### src/rtl/host_cmd_sequencer.sv
// -----------------------------------------------------------------------------
// host_cmd_sequencer
//
// Turns the host UART byte stream into single-cycle commands for the BRAM
// address/data decoder, and turns the results back into UART TX bytes.
//
// Frame: header {wen, reserved(0), addr[13:8]}, addr[7:0], then for writes
// NBYTES data bytes, MSB first. Writes are acknowledged with 0xA5. Reads
// return NBYTES bytes, MSB first. Errors return 0xEE. A bad header returns
// nothing. Every error increments err_count, which saturates at 255.
//
// Ports
//   clk, rst          clock; synchronous active-high reset
//   rx_valid/rx_data  UART RX byte in; rx_ready is high when the byte is taken
//   tx_valid/tx_data  UART TX byte out; tx_ready is high when the byte is taken
//   hold              simulation owns the BRAMs; no command is issued
//   dec_valid         one-cycle command strobe to the decoder
//   dec_wen           write enable that qualifies dec_valid
//   dec_addr          {dest[1:0], addr[11:0]}
//   dec_data          write data (PSIZE bits)
//   dec_valid_read    decoder read-data strobe
//   dec_data_out      decoder read data
//   busy              high whenever a frame is in progress (state is not HDR)
//   err_count         saturating error counter, cleared only by rst
// -----------------------------------------------------------------------------
module host_cmd_sequencer #(
    parameter int PSIZE   = 64,
    parameter int TIMEOUT = 16   // must be at least 2
) (
    input  logic             clk,
    input  logic             rst,
    input  logic             rx_valid,
    input  logic [7:0]       rx_data,
    output logic             rx_ready,
    output logic             tx_valid,
    output logic [7:0]       tx_data,
    input  logic             tx_ready,
    input  logic             hold,
    output logic             dec_valid,
    output logic             dec_wen,
    output logic [13:0]      dec_addr,
    output logic [PSIZE-1:0] dec_data,
    input  logic             dec_valid_read,
    input  logic [PSIZE-1:0] dec_data_out,
    output logic             busy,
    output logic [7:0]       err_count
);

    localparam int NBYTES = (PSIZE + 7) / 8;
    localparam int SR_W   = NBYTES * 8;
    localparam int BC_W   = $clog2(NBYTES) + 1;
    localparam int TO_W   = $clog2(TIMEOUT);

    localparam logic [BC_W-1:0] LAST_BYTE = BC_W'(NBYTES - 1);
    // The timer holds 0 in the first WAIT cycle. Giving up when it holds
    // TIMEOUT-2 (the cycle in which it would step to TIMEOUT-1) puts the
    // error byte on TX exactly TIMEOUT cycles after dec_valid.
    localparam logic [TO_W-1:0] TO_LAST = TO_W'(TIMEOUT - 2);

    localparam logic [7:0] ACK_OK  = 8'hA5;
    localparam logic [7:0] ACK_ERR = 8'hEE;

    typedef enum logic [2:0] {
        S_HDR,
        S_ADDR,
        S_DATA,
        S_ISSUE,
        S_WAIT,
        S_TX_RESP,
        S_TX_ACK
    } state_t;

    state_t          state, state_next;
    logic            cmd_wen, cmd_wen_next;
    logic [13:0]     cmd_addr, cmd_addr_next;
    logic [SR_W-1:0] shift_reg, shift_next;
    logic [BC_W-1:0] byte_cnt, byte_cnt_next;
    logic [TO_W-1:0] timer, timer_next;
    logic [7:0]      ack_byte, ack_next;
    logic [7:0]      err_next;
    logic            err_inc;

    // State and assembly registers
    always_ff @(posedge clk) begin
        if (rst) begin
            state     <= S_HDR;
            cmd_wen   <= 1'b0;
            cmd_addr  <= '0;
            shift_reg <= '0;
            byte_cnt  <= '0;
            timer     <= '0;
            ack_byte  <= '0;
            err_count <= '0;
        end else begin
            state     <= state_next;
            cmd_wen   <= cmd_wen_next;
            cmd_addr  <= cmd_addr_next;
            shift_reg <= shift_next;
            byte_cnt  <= byte_cnt_next;
            timer     <= timer_next;
            ack_byte  <= ack_next;
            err_count <= err_next;
        end
    end

    // Next-state and outputs
    always_comb begin
        state_next    = state;
        cmd_wen_next  = cmd_wen;
        cmd_addr_next = cmd_addr;
        shift_next    = shift_reg;
        byte_cnt_next = byte_cnt;
        timer_next    = timer;
        ack_next      = ack_byte;
        err_inc       = 1'b0;
        rx_ready      = 1'b0;
        tx_valid      = 1'b0;
        tx_data       = ack_byte;
        dec_valid     = 1'b0;

        case (state)
            S_HDR: begin
                // Gated by rst so that no byte appears taken while in reset.
                rx_ready = !rst;
                if (rx_valid) begin
                    if (rx_data[6]) begin
                        err_inc = 1'b1;
                    end else begin
                        cmd_wen_next        = rx_data[7];
                        cmd_addr_next[13:8] = rx_data[5:0];
                        state_next          = S_ADDR;
                    end
                end
            end

            S_ADDR: begin
                rx_ready = 1'b1;
                if (rx_valid) begin
                    cmd_addr_next[7:0] = rx_data;
                    if (cmd_wen) begin
                        byte_cnt_next = '0;
                        state_next    = S_DATA;
                    end else if (!cmd_addr[13]) begin
                        // dest 00/01 cannot be read back
                        ack_next   = ACK_ERR;
                        err_inc    = 1'b1;
                        state_next = S_TX_ACK;
                    end else begin
                        state_next = S_ISSUE;
                    end
                end
            end

            S_DATA: begin
                rx_ready = 1'b1;
                if (rx_valid) begin
                    shift_next    = (shift_reg << 8) | SR_W'(rx_data);
                    byte_cnt_next = byte_cnt + 1'b1;
                    if (byte_cnt == LAST_BYTE) begin
                        state_next = S_ISSUE;
                    end
                end
            end

            S_ISSUE: begin
                if (!hold) begin
                    dec_valid = 1'b1;
                    if (cmd_wen) begin
                        ack_next   = ACK_OK;
                        state_next = S_TX_ACK;
                    end else begin
                        timer_next = '0;
                        state_next = S_WAIT;
                    end
                end
            end

            S_WAIT: begin
                // A response in the final cycle still beats the timeout.
                if (dec_valid_read) begin
                    shift_next    = SR_W'(dec_data_out);
                    byte_cnt_next = '0;
                    state_next    = S_TX_RESP;
                end else if (timer == TO_LAST) begin
                    ack_next   = ACK_ERR;
                    err_inc    = 1'b1;
                    state_next = S_TX_ACK;
                end else begin
                    timer_next = timer + 1'b1;
                end
            end

            S_TX_RESP: begin
                tx_valid = 1'b1;
                tx_data  = shift_reg[SR_W-1 -: 8];
                if (tx_ready) begin
                    shift_next    = shift_reg << 8;
                    byte_cnt_next = byte_cnt + 1'b1;
                    if (byte_cnt == LAST_BYTE) begin
                        state_next = S_HDR;
                    end
                end
            end

            S_TX_ACK: begin
                tx_valid = 1'b1;
                if (tx_ready) begin
                    state_next = S_HDR;
                end
            end

            default: state_next = S_HDR;
        endcase

        err_next = err_count;
        if (err_inc && (err_count != 8'hFF)) begin
            err_next = err_count + 8'd1;
        end
    end

    assign dec_wen  = cmd_wen;
    assign dec_addr = cmd_addr;
    assign dec_data = shift_reg[PSIZE-1:0];
    assign busy     = (state != S_HDR);

endmodule

### config.mk
export PLATFORM = sky130hd
export DESIGN_NAME = host_cmd_sequencer
export DESIGN_NICKNAME = d
export VERILOG_FILES = /design/src/rtl/host_cmd_sequencer.sv
export SDC_FILE = /design/constraint.sdc
export NUM_CORES = 1
export LEC_CHECK = 0
export ABC_AREA = 1
export CAP_MARGIN = 20
export CORE_MARGIN = 10
export CORE_UTILIZATION = 44
export DETAILED_ROUTE_END_ITERATION = 8
export HOLD_SLACK_MARGIN = 0.12
export PLACE_DENSITY_LB_ADDON = 0.25
export SETUP_SLACK_MARGIN = 0.3
export SYNTH_ARGS = -nofsm -noshare
export SYNTH_HDL_FRONTEND = slang
export SYNTH_SLANG_ARGS = --single-unit
### constraint.sdc
create_clock -name clk -period 1.56 [get_ports clk]
set_input_delay 0.234 -clock clk [delete_from_list [all_inputs] [get_ports clk]]
set_output_delay 0.234 -clock clk [all_outputs]
set_load 0.05 [all_outputs]
Yosys cells after proc, flatten, opt, wreduce, memory -nomap -nowiden

Cells that the tools add are included.
W data, S select, Z words.

Output and inout port bits: 99
Logic and storage cells: 110
Register bits: 106
ROM bits: 0
Latch bits: 0
Bits of input ports: 78
RAM bits: 0
Memories: 0

Reductions and logical operators: 17
Eq/ne operators: 28
Bitwise operators: 2
Multiply operators: 0
Multiplexer cells: 51
Shifts and indexed selects: 0
Divide/modulo/power cells: 0
$lt $le $gt $ge: 0
Add/sub/neg operators: 3

Operators by type and width:

| kind                  | number |
|---|---|
| $mux W64              | 3 |
| $pmux W64 S3          | 1 |
| $mux W8               | 8 |
| $or A64 B8 Y64        | 1 |
| $mux W3               | 13 |
| $mux W4               | 9 |
| $ne A2 B2 Y1 const B  | 18 |
| $pmux W8 S3           | 1 |
| $pmux W3 S7           | 1 |
| $pmux W4 S4           | 1 |
| $mux W1               | 10 |
| $reduce_and A10 Y1    | 1 |
| $eq A3 B3 Y1 const B  | 3 |
| $reduce_bool A3 Y1    | 3 |
| $add A4 B1 Y4 const B | 2 |
| $add A8 B1 Y8 const B | 1 |
| $ne A8 B8 Y1 const B  | 1 |
| $pmux W4 S2           | 1 |
| $reduce_and A8 Y1     | 1 |
| $eq A3 B2 Y1 const B  | 2 |
| $reduce_and A6 Y1     | 1 |
| $reduce_and A5 Y1     | 1 |
| $eq A4 B3 Y1 const B  | 1 |
| $eq A4 B4 Y1 const B  | 1 |
| 15 further kinds      | 16 |

Longest topological paths before layout

Gate-level depths: netlist of the first run.

Depth in word-level cells: 5
Mapped depth: 11

Worst setup path after synthesis of the first run

Ideal clock, no wire load.

Kind: register to output
Start: register state[1]
End: output port rx_ready
Setup slack: -0.474 ns
Required time: 1.326 ns
Path buffers: 1
Stages on the path, launching flop included: 4
Arrival time: 1.800 ns
Cell sequence: dfxtp_1 -> nor2_2 -> buf_6 -> a211oi_1

Longest elaborated chain between the ends: 3

Ends and longest elaborated chain:

| element                                      | line | source |
|---|---|---|
| from (decl)                                  | 73   | `state_t state, state_next;` |
| from (signal assigned)                       | 95   | `state <= state_next;` |
| $eq A3 B2 Y1 or $eq A3 B1 Y1 (tied branches) | 121  | `case (state)` |
| $reduce_or A2 Y1 (no source line)            | -    |  |
| $pmux W1 S2 (*)                              | 121  |  |
| to (decl)                                    | 34   | `output logic rx_ready,` |

Every way passes the cells marked *; elsewhere a longest branch is shown, timed or not.

Worst setup path after layout of the first run

Start: register state[0]
End: register shift_reg[37], in the netlist dec_data[37]

Longest elaborated chain between the ends: 3

Ends and longest elaborated chain:

| element                                                             | line | source |
|---|---|---|
| $eq A3 B3 Y1 or $eq A3 B2 Y1 (tied branches)                        | 121  |  |
| $ne A2 B2 Y1 (no source line) or $reduce_bool A3 Y1 (tied branches) | -    |  |
| $reduce_and A4 Y1 (no source line)                                  | -    |  |
| to (signal assigned)                                                | 98   | `shift_reg <= shift_next;` |
| to (decl)                                                           | 76   | `logic [SR_W-1:0] shift_reg, shift_next;` |

Parallel ways exist; a longest one is shown, timed or not.
A chain may end at the register's enable or synchronous reset.

==> summary.log, run 1 <==
INFO  status         outcome=finished, violations left
INFO  status         violations_in_the_final_reports=negative setup slack
INFO  route          dr_total_vias=6430
INFO  route          detailedRoute.firstPassIterationCount=4
INFO  finish         area.growth.synth_to_final=60.5%
INFO  die            floorplan.initialDensity=44.9%
INFO  synthesis      synth_nets=1018
INFO  grt            groute.usage.overall=20.2%
INFO  cts            post_cts_hold_buffer_count=0
INFO  sta            fin_hold_ws=0.488ns
INFO  die            core.rowCount=43
INFO  worst_setup_path start_kind=register
INFO  synthesis      ys_ff_latch=101
INFO  sta            setup_tns=-6.36ns
INFO  cts            cts_root_buf=sky130_fd_sc_hd__clkbuf_16
INFO  finish         seqCellArea=2060squm
INFO  cts            clk_transition_reported_paths=0.07ns
INFO  job            timing.max_cap.violations=0
INFO  grt            first_global_vias=6312
INFO  cts            tritoncts.num_buffers=9
INFO  grt            global_route_overflow=0
INFO  sta            transition_at_the_pin_with_the_smallest_max_transition_slack=0.311ns
INFO  sta            setup_repair_after_global_routing_missed_its_margin=true
INFO  die            design.die.area=19300squm
INFO  pwr            p_per_cell_area=1940nW/um^2
INFO  worst_setup_path worst-endpoint-required=1.80ns
INFO  sta            max_clock_freq=598MHz
INFO  die            io_pins=177
INFO  placement      gpl.final_weighted_congestion=0.917
INFO  finish         antennaDiodeCount=0
INFO  die            die_width=139um
INFO  synthesis      syn-mean-instance-area=6.63squm
INFO  sta            timing.max_slew.rel_slack=79.2%
INFO  route          ant_nets=0
INFO  grt            antenna_found_initial=0
INFO  grt            first_pass_grt_wire_length=32600um
INFO  sta            number_of_setup_violations_in_the_final_report=85
INFO  cts            clock_path_buffers=2
INFO  route          drc=0
INFO  finish         multi_input_comb_area=4080squm
INFO  finish         finalCoreUtilization=72.0%
INFO  route          dr.first_iter.drc_count=325
INFO  cts            clock_tree.htree_level_count=3
INFO  placement      dp.final_hpwl=14700um
INFO  worst_setup_path critical_path_peak_fanout=6
INFO  synthesis      syn_inst=936
INFO  cts            clkSinkCount=101
INFO  finish         final.fill_count=1086
INFO  route          finalWirelength=20500um
INFO  synthesis      ys_seq_area_share=32.6%
INFO  finish         finalNetCount=1251
INFO  route          routed_wire_length_per_instance=15.1um
INFO  sta            worst_slack=-0.113ns
INFO  finish         layout.cells.non_filler=1354
INFO  synthesis      netlist_area_before_placement=6200squm
INFO  cts            tritoncts=yes
INFO  synthesis      ys.warnings.count=0
INFO  finish         drive_gt1_share=42.1%
INFO  cts            worstSkewPairLatency=0.35ns
INFO  sta            timing_hold_violations_final=0
INFO  worst_setup_path criticalPathCategory=reg -> reg
INFO  pwr            power_leakage=4.63nW
INFO  worst_setup_path timing.critical_path.to_type=register
INFO  placement      dp_cells=1309
INFO  worst_hold_path worstHoldPathType=reg -> reg
INFO  pwr            max-vdd-ir-drop=1.01mV
INFO  sta            timing.final.crit_period=1.67ns
INFO  synthesis      synth.lib_cells_used.distinct=29
INFO  sta            final_min_period_over_clock_period=107%
INFO  sta            slew_violations=0
INFO  placement      detailedPlace.worstSlack=-0.215ns
INFO  route          avgViaCountPerCell=4.75
INFO  sta            finClkSkew=0.00733ns
INFO  grt            maximum_number_of_pins_on_one_net_before_global_route_repair=31
INFO  die            die_h=139um
INFO  placement      port-buffer-count=176
INFO  worst_setup_path crit_arrival=1.92ns
INFO  die            placeableCoreArea=13800squm
## final cells by class
cell class                 count  area share (%)
sequential                   101            20.7
tap                          180            2.26
multi-input combinational    695            41.0
timing repair buffer         264            29.2
clock buffer                  10            2.30
inverter                      98            3.97
clock inverter                 6           0.616
## registers in the layout (all words and copies together), names as in the netlist
signal	cells
err_count	8
dec_wen	1
timer	4
byte_cnt	4
ack_byte	3
dec_addr	14
state	3
dec_data	64
## layer usage
| layer | global-route usage (%) | wire, um | vias up |
|---|---|---|---|
| met1 | 25.8 | 9270 | 2941 |
| met4 | 6.37 | 317 | 0 |
| met3 | 4.59 | 1070 | 23 |
| met2 | 33.1 | 9840 | 190 |
| met5 | 0 | 0 | - |
| li1 | - | - | 3276 |
## power breakdown
| part | switching (W) | internal, W | total [W] |
|---|---|---|---|
| Combinational | 0.00761 | 0.00549 | 0.0131 |
| Sequential | 0.000677 | 0.00324 | 0.00391 |
| Clock | 0.00102 | 0.00124 | 0.00226 |
## repair_timing
item | 4_1_cts | 5_1_grt
pin swaps | 11 | 49
endpoints found under the setup margin | 113 | 116
cloned | 6 | 1
gates resized for setup | 104 | 91
setup buffers | 19 | 3
## Yosys cell counts (all sizes together)
| library cell | number | area, sq um |
|---|---|---|
| o21ai | 20 | 108 |
| or2 | 1 | 6.26 |
| dfxtp | 101 | 2020 |
| xnor2 | 4 | 35.0 |
| nand4 | 6 | 37.5 |
| a21oi | 21 | 105 |
| buf | 34 | 304 |
| nand3 | 46 | 245 |
| nor3 | 3 | 15.0 |
| nor2 | 203 | 905 |
| o21bai | 1 | 7.51 |
| nand2 | 385 | 1960 |
| ha | 4 | 50.1 |
| clkinv | 1 | 3.75 |
| inv | 97 | 364 |
| a211oi | 1 | 7.51 |
| clkbuf | 8 | 33.8 |
## per-stage QoR
stage               power [W]  area, sq um
floorplan              0.0116         6390
global placement       0.0145         8600
detailed placement     0.0146         8600
CTS                    0.0186         9580
global route           0.0205         9960
finish                 0.0193         9960
## worst paths after layout
kind | from | to | depth (start not counted) | slack [ns]
hold / removal | dec_addr[12]$_SDFFE_PP0P_ | dec_addr[12]$_SDFFE_PP0P_ | 2 | 0.49
hold reg to reg | dec_addr[12]$_SDFFE_PP0P_ | dec_addr[12]$_SDFFE_PP0P_ | 2 | 0.49
setup reg to reg | state[0]$_SDFFE_PP0P_ | dec_data[37]$_SDFFE_PP0P_ | 11 | -0.11
setup / recovery | state[0]$_SDFFE_PP0P_ | dec_data[37]$_SDFFE_PP0P_ | 11 | -0.11
## critical path: stages (launching register included)
cell,delay (ns)
sky130_fd_sc_hd__dfxtp_4,0.37
sky130_fd_sc_hd__nor2_4,0.21
sky130_fd_sc_hd__nand2_4,0.11
sky130_fd_sc_hd__nand2_4,0.09
sky130_fd_sc_hd__o21ai_4,0.06
sky130_fd_sc_hd__nor2_4,0.18
sky130_fd_sc_hd__buf_12,0.15
sky130_fd_sc_hd__buf_16,0.12
sky130_fd_sc_hd__buf_12,0.13
sky130_fd_sc_hd__nand2_2,0.05
sky130_fd_sc_hd__nand2_1,0.05
sky130_fd_sc_hd__nor2_1,0.04
## cells in the final DEF, fill, tap and decap left out, types with 11 or more instances in the layout
cell	Yosys	layout
sky130_fd_sc_hd__a21oi_1	21	16
sky130_fd_sc_hd__buf_12	6	36
sky130_fd_sc_hd__buf_4	5	118
sky130_fd_sc_hd__buf_6	5	16
sky130_fd_sc_hd__clkdlybuf4s50_1	0	77
sky130_fd_sc_hd__dfxtp_1	101	85
sky130_fd_sc_hd__inv_1	91	86
sky130_fd_sc_hd__nand2_1	281	240
sky130_fd_sc_hd__nand2_2	54	73
sky130_fd_sc_hd__nand2_4	50	70
sky130_fd_sc_hd__nand3_1	43	30
sky130_fd_sc_hd__nand3_2	3	12
sky130_fd_sc_hd__nor2_1	148	111
sky130_fd_sc_hd__nor2_2	54	71
sky130_fd_sc_hd__nor2_4	1	21
sky130_fd_sc_hd__o21ai_0	17	11
## cell families after synthesis
| group | share of synthesized area (%) |
|---|---|
| simple gates | 51.0 |
| buf+inv | 11.4 |
| flops | 32.6 |
| compound gates | 3.67 |
| xor+xnor | 0.565 |
| fa+ha+maj | 0.807 |
Note: power is estimated with default switching activity, not from simulation.
==> run 2, diff against run 1 <==
--- a/config.mk
+++ b/config.mk
@@ -5,10 +5,11 @@
 export SDC_FILE = /design/constraint.sdc
 export NUM_CORES = 1
 export LEC_CHECK = 0
-export ABC_AREA = 1
 export CAP_MARGIN = 20
+export CELL_PAD_IN_SITES_DETAIL_PLACEMENT = 0
+export CELL_PAD_IN_SITES_GLOBAL_PLACEMENT = 1
 export CORE_MARGIN = 10
-export CORE_UTILIZATION = 44
+export CORE_UTILIZATION = 29
 export DETAILED_ROUTE_END_ITERATION = 8
 export HOLD_SLACK_MARGIN = 0.12
 export PLACE_DENSITY_LB_ADDON = 0.25
@@ -16,3 +17,4 @@
 export SYNTH_ARGS = -nofsm -noshare
 export SYNTH_HDL_FRONTEND = slang
 export SYNTH_SLANG_ARGS = --single-unit
+export TNS_END_PERCENT = 50
==> summary.log, run 2 <==
INFO  status         outcome=finished, violations left
INFO  status         violations_in_the_final_reports=negative setup slack
INFO  sta            timing.final.crit_period=1.88ns [+0.207 ns]
INFO  sta            slew_violations=0 [unchanged]
INFO  grt            antenna_found_initial=0 [unchanged]
INFO  cts            cts_root_buf=sky130_fd_sc_hd__clkbuf_16
INFO  grt            global_route_overflow=0 [unchanged]
INFO  sta            max_clock_freq=532MHz [-11%]
INFO  finish         final_cell_mix=119 x sky130_fd_sc_hd__buf_4, 98 x sky130_fd_sc_hd__nand2_1, 88 x sky130_fd_sc_hd__dfxtp_1, 77 x sky130_fd_sc_hd__nor2_1, 76 x sky130_fd_sc_hd__clkdlybuf4s50_1
INFO  worst_setup_path timing.critical_path.to_type=output pin
INFO  pwr            max-vdd-ir-drop=1.09mV [+7.2%]
INFO  synthesis      yosys.area.top_type=sky130_fd_sc_hd__dfxtp_1
INFO  placement      place_area=7050squm [-18%]
INFO  grt            global_route.peak_usage_layer=met2
INFO  route          dr_total_vias=5442 [-15%]
INFO  placement      dp.final_hpwl=12800um [-13%]
INFO  route          avgViaCountPerCell=5.10 [+7.3%]
INFO  finish         area.growth.synth_to_final=92.6%
INFO  synthesis      ys.warnings.count=0 [unchanged]
INFO  die            io_pins=177 [unchanged]
INFO  synthesis      synth_area_leaders=sky130_fd_sc_hd__dfxtp_1 43%, sky130_fd_sc_hd__a311oi_1 10%, sky130_fd_sc_hd__nand2_1 9.6%
INFO  finish         mostFrequentLayoutCell=sky130_fd_sc_hd__buf_4
INFO  grt            met3_track_usage_gr=4.46% [-0.13 points]
INFO  sta            timing.max_slew.rel_slack=66.6% [-13 points]
INFO  synthesis      synth_commonest_cells=122 x sky130_fd_sc_hd__nand2_1, 110 x sky130_fd_sc_hd__nor2_1, 101 x sky130_fd_sc_hd__dfxtp_1
INFO  worst_setup_path crit_arrival=1.65ns [-0.27 ns]
INFO  synthesis      ys_seq_area_share=42.6% [+10 points]
INFO  pwr            p_per_cell_area=1810nW/um^2 [-6.6%]
INFO  finish         finalNetCount=929 [-26%]
INFO  synthesis      synth.lib_cells_used.distinct=50 [+72%]
INFO  grt            first_global_vias=5625 [-11%]
INFO  route          detailedRoute.firstPassIterationCount=7 [+3]
INFO  synthesis      synth_nets=675 [-34%]
INFO  synthesis      netlist_area_before_placement=4750squm [-23%]
INFO  sta            finClkSkew=0.00611ns [-0.00122 ns]
INFO  cts            clock_tree.htree_level_count=3 [unchanged]
INFO  worst_setup_path rr_worst_depth=11 [unchanged]
INFO  synthesis      most_frequently_used_cell_type_in_the_post_synthesis_netlist=sky130_fd_sc_hd__nand2_1
INFO  route          ant_nets=0 [unchanged]
INFO  sta            fin_hold_ws=0.294ns [-0.194 ns]
INFO  synthesis      syn_inst=593 [-37%]
INFO  finish         max_reg_flops=64 [unchanged]
INFO  synthesis      syn-mean-instance-area=8.01squm [+21%]
INFO  finish         layout.cell_area.non_filler=9150squm [-8.1%]
INFO  pwr            power_leakage=3.47nW [-25%]
INFO  sta            worst_slack=-0.320ns [-0.207 ns]
INFO  sta            number_of_setup_violations_in_the_final_report=92 [+8.2%]
INFO  job            timing.max_cap.violations=0 [unchanged]
INFO  sta            final_min_period_over_clock_period=120% [+13 points]
INFO  worst_hold_path hold_path_depth=2 [unchanged]
INFO  worst_hold_path hold_start=rst
INFO  route          drc=0 [unchanged]
INFO  die            die_width=148um [+6.6%]
INFO  cts            clock_path_buffers=2 [unchanged]
INFO  finish         antennaDiodeCount=0 [unchanged]
INFO  synthesis      synth_enable_flop_cells=0 [unchanged]
INFO  die            floorplan.initialDensity=29.8% [-15 points]
INFO  route          dr.first_iter.drc_count=238 [-27%]
INFO  cts            worstSkewPairLatency=0.36ns [about the same]
INFO  grt            met1_track_utilization_from_global_routing=20.0% [-5.8 points]
INFO  die            design.die.area=21900squm [+14%]
INFO  sta            setup_repair_after_global_routing_missed_its_margin=true
INFO  placement      detailedPlace.worstSlack=-0.512ns [-0.297 ns]
INFO  worst_hold_path worstHoldPathType=in -> reg
INFO  synthesis      synthArstFlopShare=0% [unchanged]
INFO  route          finalWirelength=20600um [+0.61%]
INFO  die            placeableCoreArea=15900squm [+15%]
INFO  synthesis      synth_top_flop_cell=sky130_fd_sc_hd__dfxtp_1
INFO  die            die_h=148um [+6.6%]
INFO  placement      gpl.final_weighted_congestion=0.822 [-10%]
INFO  cts            tritoncts=yes
INFO  cts            tritoncts.num_buffers=9 [unchanged]
INFO  grt            first_pass_grt_wire_length=30600um [-6.2%]
INFO  placement      port-buffer-count=176 [unchanged]
INFO  grt            groute.usage.overall=17.4% [-2.9 points]
INFO  sta            timing_hold_violations_final=0 [unchanged]
INFO  worst_setup_path criticalPathCategory=reg -> out
INFO  worst_setup_path reg2reg_slack=-0.27ns [-0.16 ns]
INFO  worst_setup_path r2r-start=state[1]$_SDFFE_PP0P_
INFO  sta            setup_tns=-17.07ns [-10.71 ns]
INFO  cts            clk_transition_reported_paths=0.07ns [about the same]
INFO  worst_setup_path worst-endpoint-required=1.33ns [-0.47 ns]
INFO  worst_setup_path critical_path_peak_fanout=4 [-2]
INFO  route          routed_wire_length_per_instance=19.3um [+28%]
INFO  worst_setup_path start_kind=register
INFO  grt            maximum_number_of_pins_on_one_net_before_global_route_repair=30 [-3.2%]
INFO  finish         drive_gt1_share=44.7% [+2.6 points]
INFO  cts            clkSinkCount=101 [unchanged]
INFO  worst_setup_path worst_r2r_endpoint=dec_data[36]$_SDFFE_PP0P_
INFO  sta            transition_at_the_pin_with_the_smallest_max_transition_slack=0.498ns [+0.188 ns]
INFO  die            core.rowCount=46 [+7.0%]
INFO  worst_hold_path worstHoldEndpoint=err_count[1]$_SDFFE_PP0P_
INFO  grt            grt_use_met2=29.9% [-3.2 points]
INFO  synthesis      ys_ff_latch=101 [unchanged]
INFO  synthesis      synth_top_cell_area_share=42.6% [+10 points]
run 2: cell count changes after synthesis, moves of 50 or more:
cell | before | now
sky130_fd_sc_hd__a311oi_1 | 0 | 56
sky130_fd_sc_hd__inv_1 | 91 | 13
sky130_fd_sc_hd__nand2_1 | 281 | 122
sky130_fd_sc_hd__nand2_2 | 54 | 0
sky130_fd_sc_hd__nand2_4 | 50 | 0
sky130_fd_sc_hd__nor2_2 | 54 | 1
run 2: critical path, stage by stage, from the launching register on:
cell and delay (ns):
sky130_fd_sc_hd__dfxtp_2 0.34, sky130_fd_sc_hd__buf_6 0.12, sky130_fd_sc_hd__nand3b_1 0.20, sky130_fd_sc_hd__buf_6 0.17
sky130_fd_sc_hd__mux2_4 0.31, sky130_fd_sc_hd__buf_8 0.15
run 2: logic make-up (layout without fill, tap and decap cells):
kind of cell,count (synthesis),after routing,synth area share [%]
adders and majority gates,4,4,1.05
DFF,101,101,42.6
xor gates and xnor gates,5,5,0.922
and+or+nand+nor,282,282,25.9
muxes,21,21,4.50
buffers and inverters,61,320,5.80
AOI/OAI and AO/OA,119,119,19.2
run 2: cell type report:
class	count	area, sq um
clock buffer	9	225
sequential	101	2050
inverter	13	48.8
clock inverter	7	80.1
multi-input combinational	431	3140
tap	216	270
timing repair buffer	291	3330
fill	1400	6800
run 2: worst max path at each step:
stage / from / to / slack (ns) / cells after the start
after floorplan: state[0]$_SDFFE_PP0P_ / err_count[4]$_SDFFE_PP0P_ / -0.10 / 6
after global placement: dec_valid_read / dec_data[11]$_SDFFE_PP0P_ / -0.38 / 6
after detailed placement: dec_valid_read / dec_data[21]$_SDFFE_PP0P_ / -0.51 / 6
after CTS: state[1]$_SDFFE_PP0P_ / tx_data[0] / -0.31 / 5
after global routing: state[1]$_SDFFE_PP0P_ / tx_data[7] / -0.37 / 6
final: state[1]$_SDFFE_PP0P_ / tx_data[0] / -0.32 / 5
run 2: power by group:
part	switching [W]	internal, W	leakage (nW)
Sequential	0.000603	0.00321	0.829
Combinational	0.00570	0.00466	2.49
Clock	0.00110	0.00127	0.148
Total	0.00740	0.00914	3.47
run 2: timing repair:
item,4_1_cts,5_1_grt
gates cloned,16,4
pin swaps,66,53
endpoints found under the setup margin,115,113
gates resized for setup,120,99
hold buffers,0,0
setup buffers,30,12
run 2: stage by stage:
step	utilization [%]	power (W)	instances
2_1_floorplan	-	0.00852	593
3_3_place_gp	44.2	0.0110	990
3_5_place_dp	44.2	0.0111	990
4_1_cts	53.5	0.0155	1052
5_1_grt	57.4	0.0173	1068
6_report	57.4	0.0165	1068
run 2: layer usage:
layer  vias to the layer above  share of wire, %
met4                         0               2.8
met3                        42               5.4
met2                       177                50
li1                       2591                 -
met5                         -                 0
met1                      2632                42
